$ cat src/rtl/i2s_receiver.sv
// i2s_receiver
// I2S slave receiver. BCLK, LRCLK and SDATA are oversampled by clk; no logic
// runs on BCLK. Standard I2S framing: LRCLK changes one bit before the MSB,
// so the bit sampled on the first rising BCLK edge with a new LRCLK is the
// LSB of the previous word. Each committed word raises a one-cycle strobe
// for its channel, and word_err rises with it when the bit count was wrong.
//
// Handshake: left_valid / right_valid are single-cycle strobes with no
// ready. data_left / data_right change on the same clk edge that raises the
// strobe and hold until the next commit on that channel, so the word may be
// taken while the strobe is high or at any later time. word_err is only
// ever high together with one of the two strobes.
module i2s_receiver #(
  parameter int DATA_WIDTH = 16
) (
  input  logic                  clk,
  input  logic                  rst,
  input  logic                  enable,
  input  logic                  BCLK,
  input  logic                  LRCLK,
  input  logic                  SDATA,
  output logic [DATA_WIDTH-1:0] data_left,
  output logic [DATA_WIDTH-1:0] data_right,
  output logic                  left_valid,
  output logic                  right_valid,
  output logic                  word_err,
  output logic                  RightNLeft,
  output logic [1:0]            dbg_state
);

  // Counter wide enough to hold DATA_WIDTH itself (saturation value).
  localparam int CW = $clog2(DATA_WIDTH + 1);

  typedef enum logic [1:0] {
    ST_IDLE  = 2'd0,
    ST_ALIGN = 2'd1,
    ST_RX    = 2'd2
  } state_t;

  state_t state_q, state_d;

  // Input conditioning flops.
  logic bclk_s1_q, bclk_s1_d;
  logic bclk_s2_q, bclk_s2_d;
  logic bclk_d_q, bclk_d_d;
  logic lrclk_s1_q, lrclk_s1_d;
  logic lrclk_s2_q, lrclk_s2_d;
  logic sdata_s1_q, sdata_s1_d;
  logic sdata_s2_q, sdata_s2_d;

  // Word assembly state.
  logic                  ws_prev_q, ws_prev_d;
  logic [CW-1:0]         cnt_q, cnt_d;
  logic [DATA_WIDTH-1:0] shreg_q, shreg_d;
  logic                  rnl_q, rnl_d;

  // Registered outputs.
  logic [DATA_WIDTH-1:0] data_left_q, data_left_d;
  logic [DATA_WIDTH-1:0] data_right_q, data_right_d;
  logic                  left_valid_q, left_valid_d;
  logic                  right_valid_q, right_valid_d;
  logic                  word_err_q, word_err_d;

  // Decoded stream events.
  logic                  bit_tick;
  logic                  ws;
  logic                  bit_in;
  logic                  ws_change;
  logic [DATA_WIDTH-1:0] shreg_ins;

  // Rising edge of synchronized BCLK marks one serial bit; LRCLK and SDATA
  // are taken from their own synchronizers on that cycle.
  always_comb begin
    bit_tick  = bclk_s2_q & ~bclk_d_q;
    ws        = lrclk_s2_q;
    bit_in    = sdata_s2_q;
    ws_change = bit_tick & (ws != ws_prev_q);
  end

  // Synchronizer chains and BCLK edge-detect delay.
  always_comb begin
    bclk_s1_d  = BCLK;
    bclk_s2_d  = bclk_s1_q;
    bclk_d_d   = bclk_s2_q;
    lrclk_s1_d = LRCLK;
    lrclk_s2_d = lrclk_s1_q;
    sdata_s1_d = SDATA;
    sdata_s2_d = sdata_s1_q;
  end

  // FSM state register.
  always_ff @(posedge clk) begin
    if (rst) begin
      state_q <= ST_IDLE;
    end else begin
      state_q <= state_d;
    end
  end

  // FSM next-state: enable low always falls back to IDLE; alignment waits
  // for the first word boundary seen after enable.
  always_comb begin
    state_d = state_q;
    case (state_q)
      ST_IDLE: begin
        if (enable) state_d = ST_ALIGN;
      end
      ST_ALIGN: begin
        if (!enable)        state_d = ST_IDLE;
        else if (ws_change) state_d = ST_RX;
      end
      ST_RX: begin
        if (!enable) state_d = ST_IDLE;
      end
      default: state_d = ST_IDLE;
    endcase
  end

  // FSM outputs: channel indicator is only meaningful while receiving.
  always_comb begin
    RightNLeft = (state_q == ST_RX) ? rnl_q : 1'b0;
    dbg_state  = state_q;
  end

  // Current word with the present bit inserted at its MSB-first position;
  // bits beyond DATA_WIDTH fall off because no index matches.
  always_comb begin
    shreg_ins = shreg_q;
    for (int i = 0; i < DATA_WIDTH; i++) begin
      if (cnt_q == CW'(DATA_WIDTH - 1 - i)) shreg_ins[i] = bit_in;
    end
  end

  // Word assembly and commit datapath.
  always_comb begin
    ws_prev_d     = ws_prev_q;
    cnt_d         = cnt_q;
    shreg_d       = shreg_q;
    rnl_d         = rnl_q;
    data_left_d   = data_left_q;
    data_right_d  = data_right_q;
    left_valid_d  = 1'b0;
    right_valid_d = 1'b0;
    word_err_d    = 1'b0;

    // ws_prev follows the sampled word select in every state.
    if (bit_tick) ws_prev_d = ws;

    if (enable && state_q == ST_ALIGN && ws_change) begin
      // Boundary found: the in-flight partial word is thrown away.
      cnt_d   = '0;
      shreg_d = '0;
      rnl_d   = ws;
    end else if (enable && state_q == ST_RX && bit_tick) begin
      if (ws_change) begin
        // Final bit of the ws_prev word: commit it, then start afresh.
        if (ws_prev_q) begin
          data_right_d  = shreg_ins;
          right_valid_d = 1'b1;
        end else begin
          data_left_d  = shreg_ins;
          left_valid_d = 1'b1;
        end
        // Final count is cnt_q + 1 (unsaturated); only DATA_WIDTH is clean.
        word_err_d = (cnt_q != CW'(DATA_WIDTH - 1));
        cnt_d      = '0;
        shreg_d    = '0;
        rnl_d      = ws;
      end else begin
        shreg_d = shreg_ins;
        if (cnt_q < CW'(DATA_WIDTH)) cnt_d = cnt_q + CW'(1);
      end
    end
  end

  // Datapath registers; reset overrides any commit in flight.
  always_ff @(posedge clk) begin
    if (rst) begin
      bclk_s1_q     <= 1'b0;
      bclk_s2_q     <= 1'b0;
      bclk_d_q      <= 1'b0;
      lrclk_s1_q    <= 1'b0;
      lrclk_s2_q    <= 1'b0;
      sdata_s1_q    <= 1'b0;
      sdata_s2_q    <= 1'b0;
      ws_prev_q     <= 1'b0;
      cnt_q         <= '0;
      shreg_q       <= '0;
      rnl_q         <= 1'b0;
      data_left_q   <= '0;
      data_right_q  <= '0;
      left_valid_q  <= 1'b0;
      right_valid_q <= 1'b0;
      word_err_q    <= 1'b0;
    end else begin
      bclk_s1_q     <= bclk_s1_d;
      bclk_s2_q     <= bclk_s2_d;
      bclk_d_q      <= bclk_d_d;
      lrclk_s1_q    <= lrclk_s1_d;
      lrclk_s2_q    <= lrclk_s2_d;
      sdata_s1_q    <= sdata_s1_d;
      sdata_s2_q    <= sdata_s2_d;
      ws_prev_q     <= ws_prev_d;
      cnt_q         <= cnt_d;
      shreg_q       <= shreg_d;
      rnl_q         <= rnl_d;
      data_left_q   <= data_left_d;
      data_right_q  <= data_right_d;
      left_valid_q  <= left_valid_d;
      right_valid_q <= right_valid_d;
      word_err_q    <= word_err_d;
    end
  end

  // Drive ports straight from their registers.
  always_comb begin
    data_left   = data_left_q;
    data_right  = data_right_q;
    left_valid  = left_valid_q;
    right_valid = right_valid_q;
    word_err    = word_err_q;
  end

endmodule

$ cat config.mk
export PLATFORM = sky130hd
export DESIGN_NAME = i2s_receiver
export DESIGN_NICKNAME = d
export VERILOG_FILES = /design/src/rtl/i2s_receiver.sv
export SDC_FILE = /design/constraint.sdc
export NUM_CORES = 1
export LEC_CHECK = 0
export ABC_AREA = 1
export BUFFER_PORTS_ARGS = -buffer_cell sky130_fd_sc_hd__buf_2
export CAP_MARGIN = 40
export CORE_MARGIN = 2
export CORE_UTILIZATION = 40
export DETAILED_ROUTE_END_ITERATION = 8
export SLEW_MARGIN = 25
export SYNTH_ARGS = -nofsm -noshare
export SYNTH_HDL_FRONTEND = slang
export SYNTH_SLANG_ARGS = --single-unit
$ cat constraint.sdc
create_clock -name clk -period 1.95 [get_ports clk]
set_clock_uncertainty 0.2 [all_clocks]
set_input_delay 0.195 -clock clk [delete_from_list [all_inputs] [get_ports clk]]
set_output_delay 0.195 -clock clk [all_outputs]
set_load 0.03 [all_outputs]
==> results.md, run 1 <==
- The flow ran to the end, and the final reports show no timing, DRC or antenna violations.
- The worst pin sits at a relative slew slack of 76.21%.
- Cell internal power was estimated by the tool at between 2 and 2.5 mW.
- Across the VDD grid, the largest voltage drop is 0.0003655 V.
- The post-route cell area is 3611 um^2.
- The die outline area is 8377 um^2.
- The arrival time reported for the critical path endpoint is 1870 ps.
- In the finished design, the share of the clock period the worst path needs comes to 91.85%.
- The level count of the clock H-tree is 3.
- The number of instances in the synthesized netlist is between 400 and 500.
- The total count of max-transition violations in the final report is 0.
- The overall track demand over capacity in global routing is 17.10%.
- By startpoint and endpoint, the worst setup path is classified as flip-flop to flip-flop.
- The max-capacitance violation count is 0.
- The post-placement cell area is around 3300 um^2.
- Of the total power, registers draw 51.7%.
- Buffers inserted during clock tree synthesis total 9.
- The critical path data required time is between 2000 and 2500 ps.
- The weighted congestion at the end of routability-driven global placement is roughly 0.8.
- Setup violations remaining at the end of the flow were counted as 0.
- The min-delay analysis places its worst path in the category primary input to flip-flop.
- The number of nets in the synthesized netlist is 456.
- The first global-routing pass estimated around 12 mm of wire.
- The share of post-route cells with drive strength above 1 is roughly 18%.
- The startpoint identified for the worst hold timing path is enable.
- The DRC violations left is 0.
- The initial DRC count is 74.
- In the routed layout, each cell is associated on average with a via count of 4.429.
- Prior to clock tree synthesis, the placed netlist has a worst setup slack of a little over 80 ps.
- In the final layout, flip-flops and latches occupy 1345 um^2.
- Net switching is between 20% and 30% of the power.
- The average wire length per cell after detail routing is between 10 and 15 um.
- The share of total power dissipated in the clock network is a little under half.
- At the pin with the least slew margin, the transition time is 353.2 ps.
- Compared with the post-synthesis result, the final layout area differs by 17.84%.
- The worst flop-to-flop path startpoint is cnt_q[1].
- After clock tree synthesis, the clock-pin slew on the worst setup and hold paths is 70 ps.
- The clock tree from TritonCTS is yes.
- The initial antenna violation count is 0.
- The overall routed net length is 6.610 mm.
- The fmax is roughly 0.56 GHz.
- The reported net switching power is ~570 uW.
- Yosys printed 0 warnings.
- The setup TNS is 0 ps.
- The residual overflow from global routing is 0.
- The number of hold violations in the final report is 0.
- The endpoint kind of the worst setup timing path is a flip-flop.
- The number of cell rows is 31.
- The maximum root-to-sink buffer count is 2.
- The number of inserted filler cells in the final layout is 770.
- The number of antenna repair diodes is 0.
- The clock period could shrink to roughly 1800 ps.
- The die is 91.53 um wide.
- The mapped cell area is 3064 um^2.
- Measured along the y axis, the die boundary spans around 92 um.
- The clock net sink count is 67.
- The remaining antenna violation count after routing is 0.
- Combinational logic is responsible for under 10% of the overall power.
- Detailed placement finished with a half-perimeter wire length of 4.519 mm.
- After synthesis, the netlist uses 25 different library cells.
- The number of global-route vias before repair is 2576.
- After layout, the worst setup slack is 159.0 ps.
- Entering global routing, the biggest net connects 25 pins.
- The later pin in the worst-skew pair is clocked with a latency of about 340 ps.
- Dividing total power by cell area gives a power density of roughly 740 nW/um^2.
- The worst setup slack for register-to-register paths is 160 ps.
- On the final layout, the worst hold slack is around 13 ps.
- The starting utilization of the core area is 41.80%.
- The static power due to leakage is 1.764 nW.
- A synthesized cell averages approximately 6.9 um^2.
- The port buffer count is 43.
- The type of origin of the critical path is a flip-flop.
- The net count of the finished layout is between 500 and 600.
- The combined area of the multi-input logic cells is between 1000 and 1500 um^2.
- The number of top-level design ports is 44.
- Once the clock tree was built, the setup fixing pass inserted 0 buffers.
- The core footprint is 7331 um^2.
- The root buffer cell chosen for the clock tree is sky130_fd_sc_hd__clkbuf_8.
- Counting flops and latches in the post-synthesis netlist gives 67.
- The overall power is around 2.7 mW.
- The count of TritonRoute iterations in the first routing pass is 4.
- The via count is 2662.
- The beginning of the critical path is cnt_q[1].
- The worst-path maximum fanout is 6.
- The sequential element share of the synthesized area is 43.77%.
- Setup repair after global routing left no endpoint under its margin.
## final cells by class
cell class	count	share of cell area, %
clock buffer	15	4.886
sequential	67	37.25
multi-input combinational	298	37.53
inverter	64	6.722
tap	99	3.430
clock inverter	1	0.8316
timing repair buffer	57	9.356
## sequential cells by signal, summed over array words and instances (netlist names), 2 cells and up
register,flops
shreg_q,16
data_left,16
data_right,16
cnt_q,5
dbg_state,2
## layout by cell type (no fill, tap or decap), types with 4 or more instances in the layout
cell type	instances
sky130_fd_sc_hd__a21oi_1	26
sky130_fd_sc_hd__buf_2	43
sky130_fd_sc_hd__buf_4	7
sky130_fd_sc_hd__clkbuf_8	12
sky130_fd_sc_hd__dfxtp_1	64
sky130_fd_sc_hd__dlygate4sd3_1	7
sky130_fd_sc_hd__ha_1	5
sky130_fd_sc_hd__inv_1	56
sky130_fd_sc_hd__inv_2	4
sky130_fd_sc_hd__nand2_1	134
sky130_fd_sc_hd__nand2_2	5
sky130_fd_sc_hd__nand3_1	10
sky130_fd_sc_hd__nand4_1	5
sky130_fd_sc_hd__nor2_1	78
sky130_fd_sc_hd__nor2_2	5
sky130_fd_sc_hd__o21ai_0	6
sky130_fd_sc_hd__o21ai_1	13
## cell families after synthesis
group,Yosys count,share of synthesized area [%]
xor gates and xnor gates,1,0.2859
DFF,67,43.77
AOI/OAI and AO/OA,45,7.350
adders and majority gates,5,2.042
and+or+nand+nor,247,34.46
buffers and inverters,80,12.09
## what timing repair did
| item | CTS | global route |
|---|---|---|
| hold buffers | 7 | 0 |
| resized for setup | 0 | 9 |
| hold endpoints to repair | 8 | 0 |
| setup endpoints to repair | 0 | 21 |
## metal layers
metal  global-route usage (%)  share of wire, %
met5                        0                 0
met4                    8.712               2.3
met3                    3.568               4.0
met2                    28.13                44
met1                    21.01                50
## critical path, stage by stage, from the launching register on
cell	delay, ps
sky130_fd_sc_hd__dfxtp_2	380
sky130_fd_sc_hd__ha_1	200
sky130_fd_sc_hd__inv_1	60
sky130_fd_sc_hd__nor2_1	140
sky130_fd_sc_hd__ha_1	210
sky130_fd_sc_hd__nor2_1	50
sky130_fd_sc_hd__a21oi_1	210
sky130_fd_sc_hd__nand4_1	140
sky130_fd_sc_hd__a21oi_1	140
## synthesized netlist by cell type (all sizes together)
master	n	area, um^2
a21oi	26	130.1
buf	11	108.9
clkbuf	5	18.77
clkinv	3	11.26
dfxtp	67	1341
ha	5	62.56
inv	61	231.5
nand2	141	556.8
nand3	11	60.06
nand4	7	73.82
nor2	86	355.3
nor3	2	10.01
o21ai	19	95.09
xor2	1	8.760
## per-stage QoR
stage               instances  util [%]
global placement          578     45.40
CTS                       601     49.17
global route              601     49.26
floorplan                 445         -
detailed placement        578     45.40
finish                    601     49.26
## final timing paths
kind,to,cells after the start
hold reg to reg,lrclk_s2_q,2
hold / removal,dbg_state[0],5
setup / recovery,data_left[0],8
setup reg to reg,data_left[0],8
## power groups by stage
stage	clock network, mW	registers (mW)	logic [mW]
floorplan	0	1.42	0.0517
global placement	0	1.42	0.0704
detailed placement	0	1.42	0.0715
CTS	1.24	1.38	0.0820
global route	1.30	1.38	0.0910
finish	1.21	1.38	0.0817
(Power assumes the default switching activity.)
==> run 2: changes to the inputs <==
CORE_MARGIN = 4   (was 2)
CORE_UTILIZATION = 56   (was 40)
PLACE_DENSITY = 0.78   (was unset)
==> run 2 against run 1 <==
Compared with the run above: worst hold slack gained 21 ps; register-to-register slack about the same; die area shrank 20%; final area down 0.28%; total power is 1.7% higher; sequential share of layout area grew 0.10 points; sequential power barely moved; worst setup slack worse by 5.9 ps; maximum frequency down 0.33%; flip-flop and latch count unchanged; core utilization is 20 points higher; critical endpoint is now data_right[0].
==> results.md, run 2 (synthesized netlist as in run 1, its figures left out) <==
- Cells with a size suffix above 1 make up 18.53% of the layout.
- The library cell used as clock root buffer is sky130_fd_sc_hd__clkbuf_8.
- The share of power burned in the clock network is a little under half.
- Across all hold checks on the routed design, the worst slack comes to 34.38 ps.
- The die is 81.97 um tall.
- The weighted congestion at the end of routability-driven global placement is 0.8549.
- The area occupied by registers is 1345 um^2.
- The number of global-route vias before repair was ~2500.
- Timing analysis after detailed placement gives a worst setup slack of 89.77 ps.
- The total count of max-transition violations in the final report came to 0.
- The internal portion of total power is ~2.1 mW.
- For this run, the detailed router's first-pass iteration total came to 4.
- The total power divided by cell area is 755.9 nW/um^2.
- Counting instances, the worst hold path has a depth of 5.
- The starting utilization of the core area is 58.87%.
- The worst path meets setup with 153.0 ps of slack.
- The total setup violations reported at the end of the flow is 0.
- Buffers inserted during clock tree synthesis total 9.
- From left edge to right edge, the die measures 81.97 um.
- The count of buffers added on input and output ports is between 40 and 50.
- The number of top-level design ports is 44.
- In this run the tightest slew margin relative to its limit is around 76%.
- The area growth from synthesis to final layout is 17.52%.
- The clock passes through at most 2 buffers.
- The wire length of the first global-routing pass is 11.07 mm.
- The critical path in this run is classified as flip-flop to flip-flop.
- The initial antenna violation count was 0.
- Entering global routing, the biggest net connects 33 pins.
- Of the available clock period, the critical path in the final layout requires 92.15%.
- The number of cells on the worst reg-to-reg path is 8.
- The overall routed net length is 6.535 mm.
- The static power due to leakage is roughly 1.8 nW.
- The number of antenna repair diodes is 0.
- Net switching is 22.10% of the power.
- The fmax is 0.5565 GHz.
- The core region is 5205 um^2.
- Post-CTS timing repair inserted 0 buffers for setup.
- The DRC violations left is 0.
- The reported net switching power is 601.5 uW.
- The net count of the finished layout is 508.
- The remaining antenna violation count after routing is 0.
- After detailed routing, the number of vias per cell comes to 4.750.
- The finished layout holds 572 standard cells, fillers aside.
- The endpoint kind of the worst setup timing path is a flip-flop.
- Setup repair after global routing left no endpoint under its margin.
- In the layout the commonest cells are sky130_fd_sc_hd__nand2_1, sky130_fd_sc_hd__nor2_1, sky130_fd_sc_hd__dfxtp_1.
- Combinational logic is responsible for 3.0% of the overall power.
- The number of cell rows is 26.
- The clock tree from TritonCTS is yes.
- The detailed-placement wirelength estimate is roughly 4.5 mm.
- The detailed router placed about 2700 vias in this run.
- The flow ran to the end, and the final reports show no timing, DRC or antenna violations.
- The clock transition at the registers of the reported paths is 70 ps.
- Summing all multi-input logic gate instances after layout gives 1359 um^2.
- For the pin with the worst max-slew slack, the measured transition is about 350 ps.
- The total overflow left after global routing is 0.
- After detailed routing, the average wire length per cell comes to 11.42 um.
- The die outline area is 6719 um^2.
- The post-route cell area is 3601 um^2.
- The setup TNS is 0 ps.
- The number of inserted filler cells in the final layout is 464.
- Data on the critical path is required at its endpoint by 2030 ps.
- The library cell used most frequently in the layout, excluding fill and tap cells, is sky130_fd_sc_hd__nand2_1.
- Data arrives at the worst endpoint at 1870 ps.
- Per report_power, the sequential group accounts for 50.8% of the total.
- The clock net sink count is 67.
- The type of origin of the critical path is a flip-flop.
- For this run, the share of the core covered by cells in the final layout is 69.18%.
- The overall track demand over capacity in global routing is 21.59%.
- Max-cap violations in this run came to 0.
- Counting tap cells, the placed design contains a total of 549 instances.
- The level count of the clock H-tree is 3.
- In this run the worst hold path is classified as primary input to flip-flop.
- Clock latency on the worst-skew pair, taken at its later pin, is 350 ps.
- Across the VDD grid, the largest voltage drop is 0.0005146 V.
- After the first detailed-routing iteration, the DRC count stood at 164.
- In this run the cell area measured after placement is 3304 um^2.
- Counting I/O delays and the setup requirement, the final critical path takes 1797 ps.
- Of all nets on the critical path, the largest fanout is 6.
- The number of hold violations in the final report is 0.
- The overall power is 2.722 mW.
## run 2: cell count changes in the layout (fill, tap and decap cells not counted), moves of 2 or more
cell,change
sky130_fd_sc_hd__clkbuf_1,-3
sky130_fd_sc_hd__clkinv_2,+3
sky130_fd_sc_hd__clkinv_4,+2
sky130_fd_sc_hd__clkbuf_8,-3
## run 2: power groups by stage
stage	combinational, mW	clock (mW)	sequential (mW)
4_1_cts	0.0817	1.28	1.38
6_report	0.0816	1.26	1.38
5_1_grt	0.0902	1.33	1.38
3_3_place_gp	0.0700	0	1.42
2_1_floorplan	0.0517	0	1.42
3_5_place_dp	0.0712	0	1.42
## run 2: final cells by class
class / count / share of cell area, %
Clock buffer: 9 / 3.440
Clock inverter: 7 / 2.571
Inverter: 64 / 6.741
Multi-Input combinational cell: 298 / 37.73
Sequential cell: 67 / 37.35
Tap cell: 70 / 2.432
Timing Repair Buffer: 57 / 9.729
## run 2: final timing paths
check            start            end  slack, ps
max           cnt_q[0]  data_right[0]        150
max reg2reg   cnt_q[0]  data_right[0]        150
min reg2reg  bclk_s1_q       bclk_d_d        210
min             enable   dbg_state[0]         30
## run 2: worst max-delay path: stages (launching register included)
cell and delay (ps):
sky130_fd_sc_hd__dfxtp_2 380, sky130_fd_sc_hd__ha_1 190, sky130_fd_sc_hd__inv_1 60, sky130_fd_sc_hd__nor2_1 150, sky130_fd_sc_hd__ha_1 220, sky130_fd_sc_hd__nor2_1 50
sky130_fd_sc_hd__a21oi_1 190, sky130_fd_sc_hd__nand4_1 140, sky130_fd_sc_hd__a21oi_1 140
## run 2: layer usage
layer / global-route usage [%] / share of wire [%] / vias up / routed length (um)
li1: - / - / 1448 / -
met1: 26.75 / 46 / 1193 / 3002
met2: 35.54 / 47 / 64 / 3039
met3: 4.386 / 5.8 / 12 / 379
met4: 10.63 / 1.7 / 0 / 113
met5: 0 / 0 / - / 0
## run 2: repair_timing
action | 4_1_cts | 5_1_grt
setup endpoints to repair | 0 | 27
hold buffers | 7 | 0
resized for setup | 0 | 10
hold endpoints to repair | 9 | 0
